--- src/rtl/keypad_pkg.sv ---
// Shared keypad definitions: capture FSM states, the 4x4 key map and one-hot helpers.
// The scanner and display blocks import this package as well.
package keypad_pkg;

   typedef enum logic [1:0] {
      IDLE    = 2'd0,
      QUALIFY = 2'd1,
      HELD    = 2'd2
   } key_state_t;

   // Indexed by {row_index, col_index}
   localparam logic [3:0] KEY_MAP [16] = '{
      4'h1, 4'h2, 4'h3, 4'hA,
      4'h4, 4'h5, 4'h6, 4'hB,
      4'h7, 4'h8, 4'h9, 4'hC,
      4'hE, 4'h0, 4'hF, 4'hD
   };

   function automatic logic is_onehot(input logic [3:0] v);
      return (v != 4'd0) && ((v & (v - 4'd1)) == 4'd0);
   endfunction

   function automatic logic [1:0] onehot_index(input logic [3:0] v);
      logic [1:0] idx;
      idx = 2'd0;
      case (v)
         4'b0001: idx = 2'd0;
         4'b0010: idx = 2'd1;
         4'b0100: idx = 2'd2;
         4'b1000: idx = 2'd3;
         default: idx = 2'd0;
      endcase
      return idx;
   endfunction

endpackage

--- src/rtl/key_map.sv ---
// Combinational row/column to hex key code translation.
// Inputs are expected one-hot; anything else maps as if bit 0 were set.
module key_map
   import keypad_pkg::*;
(
   input  logic [3:0] row,
   input  logic [3:0] col,
   output logic [3:0] code
);

   assign code = KEY_MAP[{onehot_index(row), onehot_index(col)}];

endmodule

--- src/rtl/key_capture.sv ---
// Debounced key capture: qualifies a row/column sample for MIN_ON_CYCLES
// consecutive cycles, then captures one code per press and shifts the digit pair.
module key_capture
   import keypad_pkg::*;
#(
   parameter int MIN_ON_CYCLES = 2
)
(
   input  logic       clk,
   input  logic       reset,
   input  logic [3:0] R_out,
   input  logic [3:0] col,
   output logic [3:0] key_code,
   output logic       key_valid,
   output logic [3:0] digit_new,
   output logic [3:0] digit_old,
   output logic       decode_error
);

   localparam logic [3:0] MIN_ON = 4'(MIN_ON_CYCLES);

   key_state_t state, state_next;
   logic [3:0] count, count_next;
   logic [3:0] row_lat, row_next;
   logic [3:0] col_lat, col_next;
   logic       capture;
   logic       err_next;
   logic [3:0] mapped_code;

   // The live sample always equals the latched one whenever a capture fires
   key_map u_key_map (
      .row  (R_out),
      .col  (col),
      .code (mapped_code)
   );

   always_comb begin
      state_next = state;
      count_next = count;
      row_next   = row_lat;
      col_next   = col_lat;
      capture    = 1'b0;
      err_next   = 1'b0;
      case (state)
         IDLE: begin
            if (R_out != 4'd0) begin
               if (is_onehot(R_out) && is_onehot(col)) begin
                  row_next   = R_out;
                  col_next   = col;
                  count_next = 4'd1;
                  if (MIN_ON <= 4'd1) begin
                     state_next = HELD;
                     capture    = 1'b1;
                  end else begin
                     state_next = QUALIFY;
                  end
               end else begin
                  err_next = 1'b1;
               end
            end
         end
         QUALIFY: begin
            if ((R_out == row_lat) && (col == col_lat)) begin
               count_next = (count == 4'hF) ? count : count + 4'd1;
               if (count_next >= MIN_ON) begin
                  state_next = HELD;
                  capture    = 1'b1;
               end
            end else begin
               state_next = IDLE;
            end
         end
         // Further keys are ignored until the row goes quiet
         HELD: begin
            if (R_out == 4'd0) begin
               state_next = IDLE;
            end
         end
         default: state_next = IDLE;
      endcase
   end

   always_ff @(posedge clk or negedge reset) begin
      if (!reset) begin
         state        <= IDLE;
         count        <= 4'd0;
         row_lat      <= 4'd0;
         col_lat      <= 4'd0;
         key_code     <= 4'd0;
         key_valid    <= 1'b0;
         digit_new    <= 4'd0;
         digit_old    <= 4'd0;
         decode_error <= 1'b0;
      end else begin
         state        <= state_next;
         count        <= count_next;
         row_lat      <= row_next;
         col_lat      <= col_next;
         key_valid    <= capture;
         decode_error <= err_next;
         if (capture) begin
            key_code  <= mapped_code;
            digit_old <= digit_new;
            digit_new <= mapped_code;
         end
      end
   end

endmodule
--- config.mk ---
export PLATFORM = sky130hd
export DESIGN_NAME = key_capture
export DESIGN_NICKNAME = d
export VERILOG_FILES = /design/src/rtl/keypad_pkg.sv /design/src/rtl/key_map.sv /design/src/rtl/key_capture.sv
export SDC_FILE = /design/constraint.sdc
export NUM_CORES = 1
export LEC_CHECK = 0
export BUFFER_PORTS_ARGS = -buffer_cell sky130_fd_sc_hd__buf_2
export CAP_MARGIN = 5
export CORE_MARGIN = 10
export CORE_UTILIZATION = 50
export CTS_BUF_LIST = sky130_fd_sc_hd__clkbuf_8
export DETAILED_ROUTE_END_ITERATION = 10
export PLACE_DENSITY = 0.71
export SYNTH_ARGS = -nofsm -noshare
export SYNTH_HDL_FRONTEND = slang
export SYNTH_SLANG_ARGS = --single-unit
--- constraint.sdc ---
create_clock -name clk -period 2.45 [get_ports clk]
set_input_delay 0.245 -clock clk [delete_from_list [all_inputs] [get_ports clk]]
set_output_delay 0.245 -clock clk [all_outputs]
set_load 0.02 [all_outputs]
==> results by group, run 1 <==
Power
  • Sw Pwr: 266 µW
  • Peak supply drop: 456 µV
  • Clock power frac: 32.7%
  • P per Cell Area: 638 mW/mm²
  • Internal power component: 782 µW
  • Switching share of power: 25.4%
  • Combinational cell fraction of total power: a little over a fifth
  • Leakage: 0.000837 µW
  • Sequential cell fraction of total power: 46.1%

Synthesis
  • Post-Syn Area: 0.00149 mm²
  • Number of flops mapped to enable cells by yosys: 0
  • Syn_nets: 149
  • FFs w/ async S/R, synth: 100%
  • Syn Area/Cell: 11.2 µm²
  • Synth Warn #: 0
  • Post-Synthesis Cells: 133
  • Main synth FF type: dfrtp_1
  • Sequential share of the synthesized area: 40.2%
  • Post-synth cell types: 40
  • #FFs+latches synth: 24

STA
  • Max Slew Vio Count: 0
  • Count of final hold-check violations: 0
  • Final Setup Violations: 0
  • Worst Max-Slew Pin Slew: 0.775 ns
  • RSZ-0062 raised after global routing: no
  • Max Clk Rate: 521 MHz
  • Clock Skew: 0.00183 ns
  • Fin crit share: 78.3%
  • Setup TNS: 0 ns
  • Slew HR: 47.8%
  • Final Critical Period: 1.92 ns

CTS
  • CTS resizes: 0
  • CTS Buf Count: 3
  • Clock transition at path regs: 0.08 ns
  • Sink Count: 24
  • Clock root cell: clkbuf_8
  • Clock Path Buffers: 2
  • H-tree depth: 1
  • Worst-skew pair later-pin latency: roughly 0.26 ns
  • CTS tree: done

Final layout
  • Fin nets: 165
  • Layout cells sized above 1: 34.5%
  • Syn-to-layout area delta: 9.97%
  • Non-Filler Instances: 179
  • N_diodes: 0

Global route
  • GRT Util Overall: 10.8%
  • Global route overflow: 0
  • Initial antenna violation count: 0
  • Largest net degree at the start of global routing: 25
  • Number of global-route vias before repair: 1052
  • First-pass GRT wire length: 4.84 mm

Floorplanning
  • Die area: 0.00557 mm²
  • Core Region: 0.00281 mm²
  • Height of the chip: 74.7 µm
  • Die X: 74.7 µm
  • Core Rows: 19
  • # IOs: 24
  • Starting density of the core: 53.3%

Placement
  • Placed cells: 174
  • Number of port buffers: 23
  • DP HPWL: 2.11 mm
  • RePlAce Congestion: 0.759

Drt
  • Drt via density: 5.85
  • Initial DRC Count: 46
  • DRT antenna net count: 0
  • Vias: between 1k and 1.5k
  • Wire length per cell: about 16 µm
  • TritonRoute pass-1 iters: 4
  • DR DRC count: 0
  • Post-Route WL: 2.82 mm

Flow run
  • Max_cap viols: 0

Worst hold path
  • Worst Hold Class: in2reg
  • Worst Hold Launch: col[0]

Setup path
  • Critical path startpoint category: register
  • Crit. End Element: register
  • CP arrival: between 2 and 2.5 ns
  • CP max FO: 10
  • Kind of critical path: reg2reg
  • Worst r2r src: row_lat[1]
  • CP startpoint: row_lat[1]
  • Worst Path Required: 2.61 ns

Status
  • Status: complete, no violations
[worst max-delay path, cell delays in order (launching register included)]
cell and delay [ns]:
dfrtp_1 0.40, xor2_1 0.15, nor3_1 0.36, nand4_4 0.24, nor2_4 0.30, mux2_2 0.37
[cell type report]
type                            count  area, µm²
Clock buffer                        3       41.3
Timing Repair Buffer               24        125
Inverter                            3       11.3
Tap cell                           31       38.8
Multi-Input combinational cell     93        796
Fill cell                         239       1160
Sequential cell                    24        601
Clock inverter                      1       30.0
[through the flow]
step | hold WS, ns | cell area (µm²) | power, µW | utilization, % | setup WS, ns
2_1_floorplan | -0.0506 | 1490 | 670 | - | 0.641
3_3_place_gp | 0.247 | 1560 | 708 | 55.7 | 0.459
3_5_place_dp | 0.252 | 1560 | 714 | 55.7 | 0.354
4_1_cts | 0.306 | 1640 | 1060 | 58.6 | 0.510
5_1_grt | 0.322 | 1640 | 1100 | 58.6 | 0.402
6_report | 0.308 | 1640 | 1050 | 58.6 | 0.531
[Yosys cell counts, types with 2 or more instances]
| cell type | instances | area [µm²] |
|---|---|---|
| a21oi_1 | 2 | 10.0 |
| o21ai_0 | 5 | 25.0 |
| or3_1 | 4 | 25.0 |
| ha_1 | 6 | 75.1 |
| buf_6 | 2 | 22.5 |
| dfrtp_1 | 24 | 601 |
| nand3_1 | 2 | 10.0 |
| buf_2 | 5 | 25.0 |
| mux2_4 | 6 | 90.1 |
| a22oi_1 | 2 | 15.0 |
| nand2_1 | 6 | 22.5 |
| xor2_1 | 7 | 61.3 |
| and3_1 | 2 | 12.5 |
| mux2_2 | 12 | 135 |
| inv_1 | 3 | 11.3 |
| nor3_1 | 3 | 15.0 |
| nor2_1 | 4 | 15.0 |
| buf_4 | 4 | 30.0 |
| mux2i_1 | 4 | 40.0 |
| nand2b_1 | 2 | 12.5 |
| nor4_1 | 3 | 18.8 |
| xnor2_1 | 5 | 43.8 |
| o22ai_1 | 3 | 18.8 |
[cells in the final DEF, fill, tap and decap left out, types with 4 or more instances in the layout]
cell | synthesis | final
buf_2 | 5 | 23
dfrtp_1 | 24 | 24
ha_1 | 6 | 6
mux2_2 | 12 | 12
mux2_4 | 6 | 6
mux2i_1 | 4 | 4
nand2_1 | 6 | 6
nor2_1 | 4 | 4
o21ai_0 | 5 | 5
or3_1 | 4 | 4
xnor2_1 | 5 | 5
xor2_1 | 7 | 7
[metal layers]
| metal | global-route usage (%) | part of all wire, % | vias up |
|---|---|---|---|
| li1 | - | - | 503 |
| met1 | 12.9 | 44 | 517 |
| met2 | 19.1 | 52 | 24 |
| met3 | 2.37 | 4.0 | 4 |
| met4 | 3.15 | 0.64 | 0 |
| met5 | 0 | 0 | - |
[sequential cells by signal, indices dropped and copies added (netlist names)]
register / flops
state: 2
decode_error: 1
count: 4
key_valid: 1
row_lat: 4
digit_new: 4
digit_old: 4
col_lat: 4
[worst paths after layout]
path / end / slack [ns] / cells past startpoint
setup / recovery: digit_new[3] / 0.53 / 5
hold / removal: col_lat[0] / 0.31 / 2
setup reg to reg: digit_new[3] / 0.53 / 5
hold reg to reg: digit_old[0] / 0.51 / 1
max in group asynchronous: col_lat[0] / 1.62 / 2
min in group asynchronous: digit_old[3] / 0.48 / 2
[timing repair]
| action | 4_1_cts | 5_1_grt |
|---|---|---|
| hold buffers | 1 | 0 |
| buffers inserted | 0 | 0 |
| hold endpoints to repair | 24 | 0 |
[power by group through the flow]
stage | logic (µW) | registers [µW] | clock network, µW
after floorplan | 183 | 487 | 0
final | 222 | 484 | 343
after global routing | 247 | 492 | 363
after detailed placement | 221 | 492 | 0
after CTS | 225 | 485 | 349
after global placement | 218 | 490 | 0
[kinds of logic after synthesis]
| family | after synthesis | share of synthesized area, % |
|---|---|---|
| buffers and inverters | 16 | 6.53 |
| xor gates and xnor gates | 12 | 7.04 |
| AOI/OAI and AO/OA | 18 | 8.21 |
| DFF | 24 | 40.2 |
| and+or+nand+nor | 35 | 15.2 |
| adders and majority gates | 6 | 5.02 |
| muxes | 22 | 17.8 |
Power figures use the tool's default switching activity.
==> run 2: changes to the inputs <==
==> constraint.sdc (replaced) <==
create_clock -name clk -period 2 [get_ports clk]
set_input_delay 0.2 -clock clk [delete_from_list [all_inputs] [get_ports clk]]
set_output_delay 0.2 -clock clk [all_outputs]
set_load 0.02 [all_outputs]
==> run 2 against run 1 <==
Sequential power rose by 23%. Via count fell by 2.4%. Design area rose by 2.3%. Worst hold slack got worse by 0.039 ns. Critical path type unchanged. Highest routed layer unchanged.
==> results by group, run 2 (same netlist as run 1, synthesis figures left out) <==
Drt
  • DRT antenna net count: 0 (unchanged)
  • Initial DRC Count: 26 (-43%)
  • Wire length per cell: 15.5 µm (-1.8%)
  • DR DRC count: 0 (unchanged)
  • Post-Route WL: 2.85 mm (+0.99%)
  • TritonRoute pass-1 iters: 4 (unchanged)
  • Vias: 1023 (-2.4%)
  • Drt via density: 5.56 (-5.0%)

Floorplanning
  • # IOs: 24 (unchanged)
  • Core Region: 0.00281 mm² (unchanged)
  • Die area: 0.00557 mm² (unchanged)
  • Core Rows: 19 (unchanged)
  • Starting density of the core: 53.3% (unchanged)
  • Height of the chip: 74.7 µm (unchanged)
  • Die X: 74.7 µm (unchanged)

CTS
  • Clock transition at path regs: 0.09 ns (about the same)
  • Worst-skew pair later-pin latency: 0.27 ns (about the same)
  • Clock Path Buffers: 2 (unchanged)
  • CTS tree: done
  • Sink Count: 24 (unchanged)
  • CTS resizes: 0 (unchanged)
  • H-tree depth: 1 (unchanged)
  • Post-CTS Setup Bufs: 0 (unchanged)
  • CTS Buf Count: 3 (unchanged)
  • Clock root cell: clkbuf_8

Status
  • Status: complete, no violations

Placement
  • RePlAce Congestion: 0.746 (-1.7%)
  • Number of port buffers: 23 (unchanged)
  • DP HPWL: 2.26 mm (+7.0%)

Final layout
  • Multi-input logic area: 796 µm² (unchanged)
  • Fin nets: 170 (+3.0%)
  • Most common cell after layout, fill and taps aside: dfrtp_1
  • Commonest non-fill, non-tap cells in the layout: dfrtp_1, buf_2, mux2_2, xor2_1
  • Syn-to-layout area delta: 12.5%
  • Fillers: 242 (+1.3%)
  • Layout cells sized above 1: 36.6% (+2.1 points)
  • N_diodes: 0 (unchanged)
  • Storage cell area: 601 µm² (unchanged)

STA
  • Setup TNS: 0 ns (unchanged)
  • Clock Skew: 0.00961 ns (+0.00778 ns)
  • Hold slack: 0.270 ns (-0.0388 ns)
  • Fin crit share: 93.3% (+15 points)
  • RSZ-0062 raised after global routing: no
  • Worst Max-Slew Pin Slew: 0.562 ns (-0.213 ns)
  • Final Critical Period: 1.87 ns (-0.0521 ns)
  • Count of final hold-check violations: 0 (unchanged)
  • Max Slew Vio Count: 0 (unchanged)
  • Final Setup Violations: 0 (unchanged)
  • Slew HR: 62.2% (+14 points)
  • Max Clk Rate: 536 MHz (+2.8%)

Worst hold path
  • Hold path endpoint: col_lat[0]
  • Worst Hold Launch: col[0]
  • Worst Hold Class: in2reg
  • Worst hold path depth: 2 (unchanged)

Setup path
  • Crit-path cells: ha_1 > and2_1 > a21oi_1 > nor3_1 > nor2_4 > mux2_2
  • CP startpoint: count[0]
  • Worst reg2reg setup slack: 0.13 ns (-0.40 ns)
  • Critical Path Slowest Stage Cell: dfrtp_1
  • Buf/Inv on CP: 0 (unchanged)
  • Register-to-Register Path Depth: 6 (+1)
  • CP arrival: 2.03 ns (-0.05 ns)
  • Critical Path Stages: 6 (+1)
  • Crit. End Element: register
  • Kind of critical path: reg2reg
  • Crit-path max cell delay: 0.42 ns (+0.02 ns)
  • Critical path startpoint category: register
  • Worst path top cell family by delay: simple AND/OR/NAND/NOR gates
  • Reg2reg end: digit_old[1]
  • CP max FO: 10 (unchanged)
  • Worst r2r src: count[0]
  • Worst Path Required: 2.16 ns (-0.45 ns)

Global route
  • First-pass GRT wire length: 4.90 mm (+1.3%)
  • Largest net degree at the start of global routing: 25 (unchanged)
  • Global route overflow: 0 (unchanged)
  • Initial antenna violation count: 0 (unchanged)
  • Number of global-route vias before repair: 1079 (+2.6%)
  • GRT Util Overall: 11.1% (+0.28 points)

Power
  • Leakage: 0.000860 µW (+2.8%)
  • P per Cell Area: 774 mW/mm² (+21%)
  • Peak supply drop: 661 µV (+45%)

Flow run
  • Max_cap viols: 0 (unchanged)
[run 2: cell count changes in the layout (fill, tap and decap cells not counted)]
cell | previous run | this run
buf_4 | 0 | 5
[run 2: through the flow]
step	utilization [%]	setup WS [ns]	cells	cell area [µm²]	power, µW
4_1_cts	59.9	0.0656	184	1680	1310
5_1_grt	59.9	0.0123	184	1680	1360
3_5_place_dp	57.0	0.0663	179	1600	883
2_1_floorplan	-	0.220	133	1490	820
3_3_place_gp	57.0	0.128	179	1600	868
6_report	59.9	0.133	184	1680	1300
[run 2: worst reg2reg max path: cells and delay by family, from the launching register on]
| family | cells | cell delay (ns) |
|---|---|---|
| AOI/OAI and AO/OA | 1 | 0.20 |
| adders and majority gates | 1 | 0.25 |
| DFF | 1 | 0.42 |
| and+or+nand+nor | 3 | 0.53 |
| muxes | 1 | 0.37 |
[run 2: how the worst max path moves through the flow]
stage                         to  slack [ns]
finish              digit_old[1]        0.13
global route        digit_old[1]        0.01
CTS                 digit_old[1]        0.07
detailed placement      count[3]        0.07
global placement      row_lat[3]        0.13
floorplan           digit_new[0]        0.22
[run 2: per-layer routing]
layer	vias to the layer above	GRT usage (%)	routed length (µm)	share of wire, %
li1	510	-	-	-
met1	491	13.0	1230	43
met2	18	19.5	1460	51
met3	4	2.63	124	4.3
met4	0	3.78	30	1.1
met5	-	0	0	0
[run 2: repair_timing]
| action | 4_1_cts | 5_1_grt |
|---|---|---|
| endpoints found under the hold margin | 24 | 0 |
| hold buffers | 1 | 0 |
| endpoints found under the setup margin | 0 | 6 |
[run 2: where the power goes]
| part | switching (µW) | total (µW) | internal (µW) | leakage [µW] |
|---|---|---|---|---|
| Sequential | 46.3 | 594 | 547 | 0.000311 |
| Combinational | 132 | 279 | 148 | 0.000514 |
| Clock | 161 | 428 | 268 | 0.0000357 |
[run 2: area by class of cell]
cell class                 count  area share, %
clock buffer                   3           2.46
clock inverter                 1           1.79
multi-input combinational     93           47.4
tap                           31           2.31
sequential                    24           35.7
timing repair buffer          29           9.68
inverter                       3          0.670
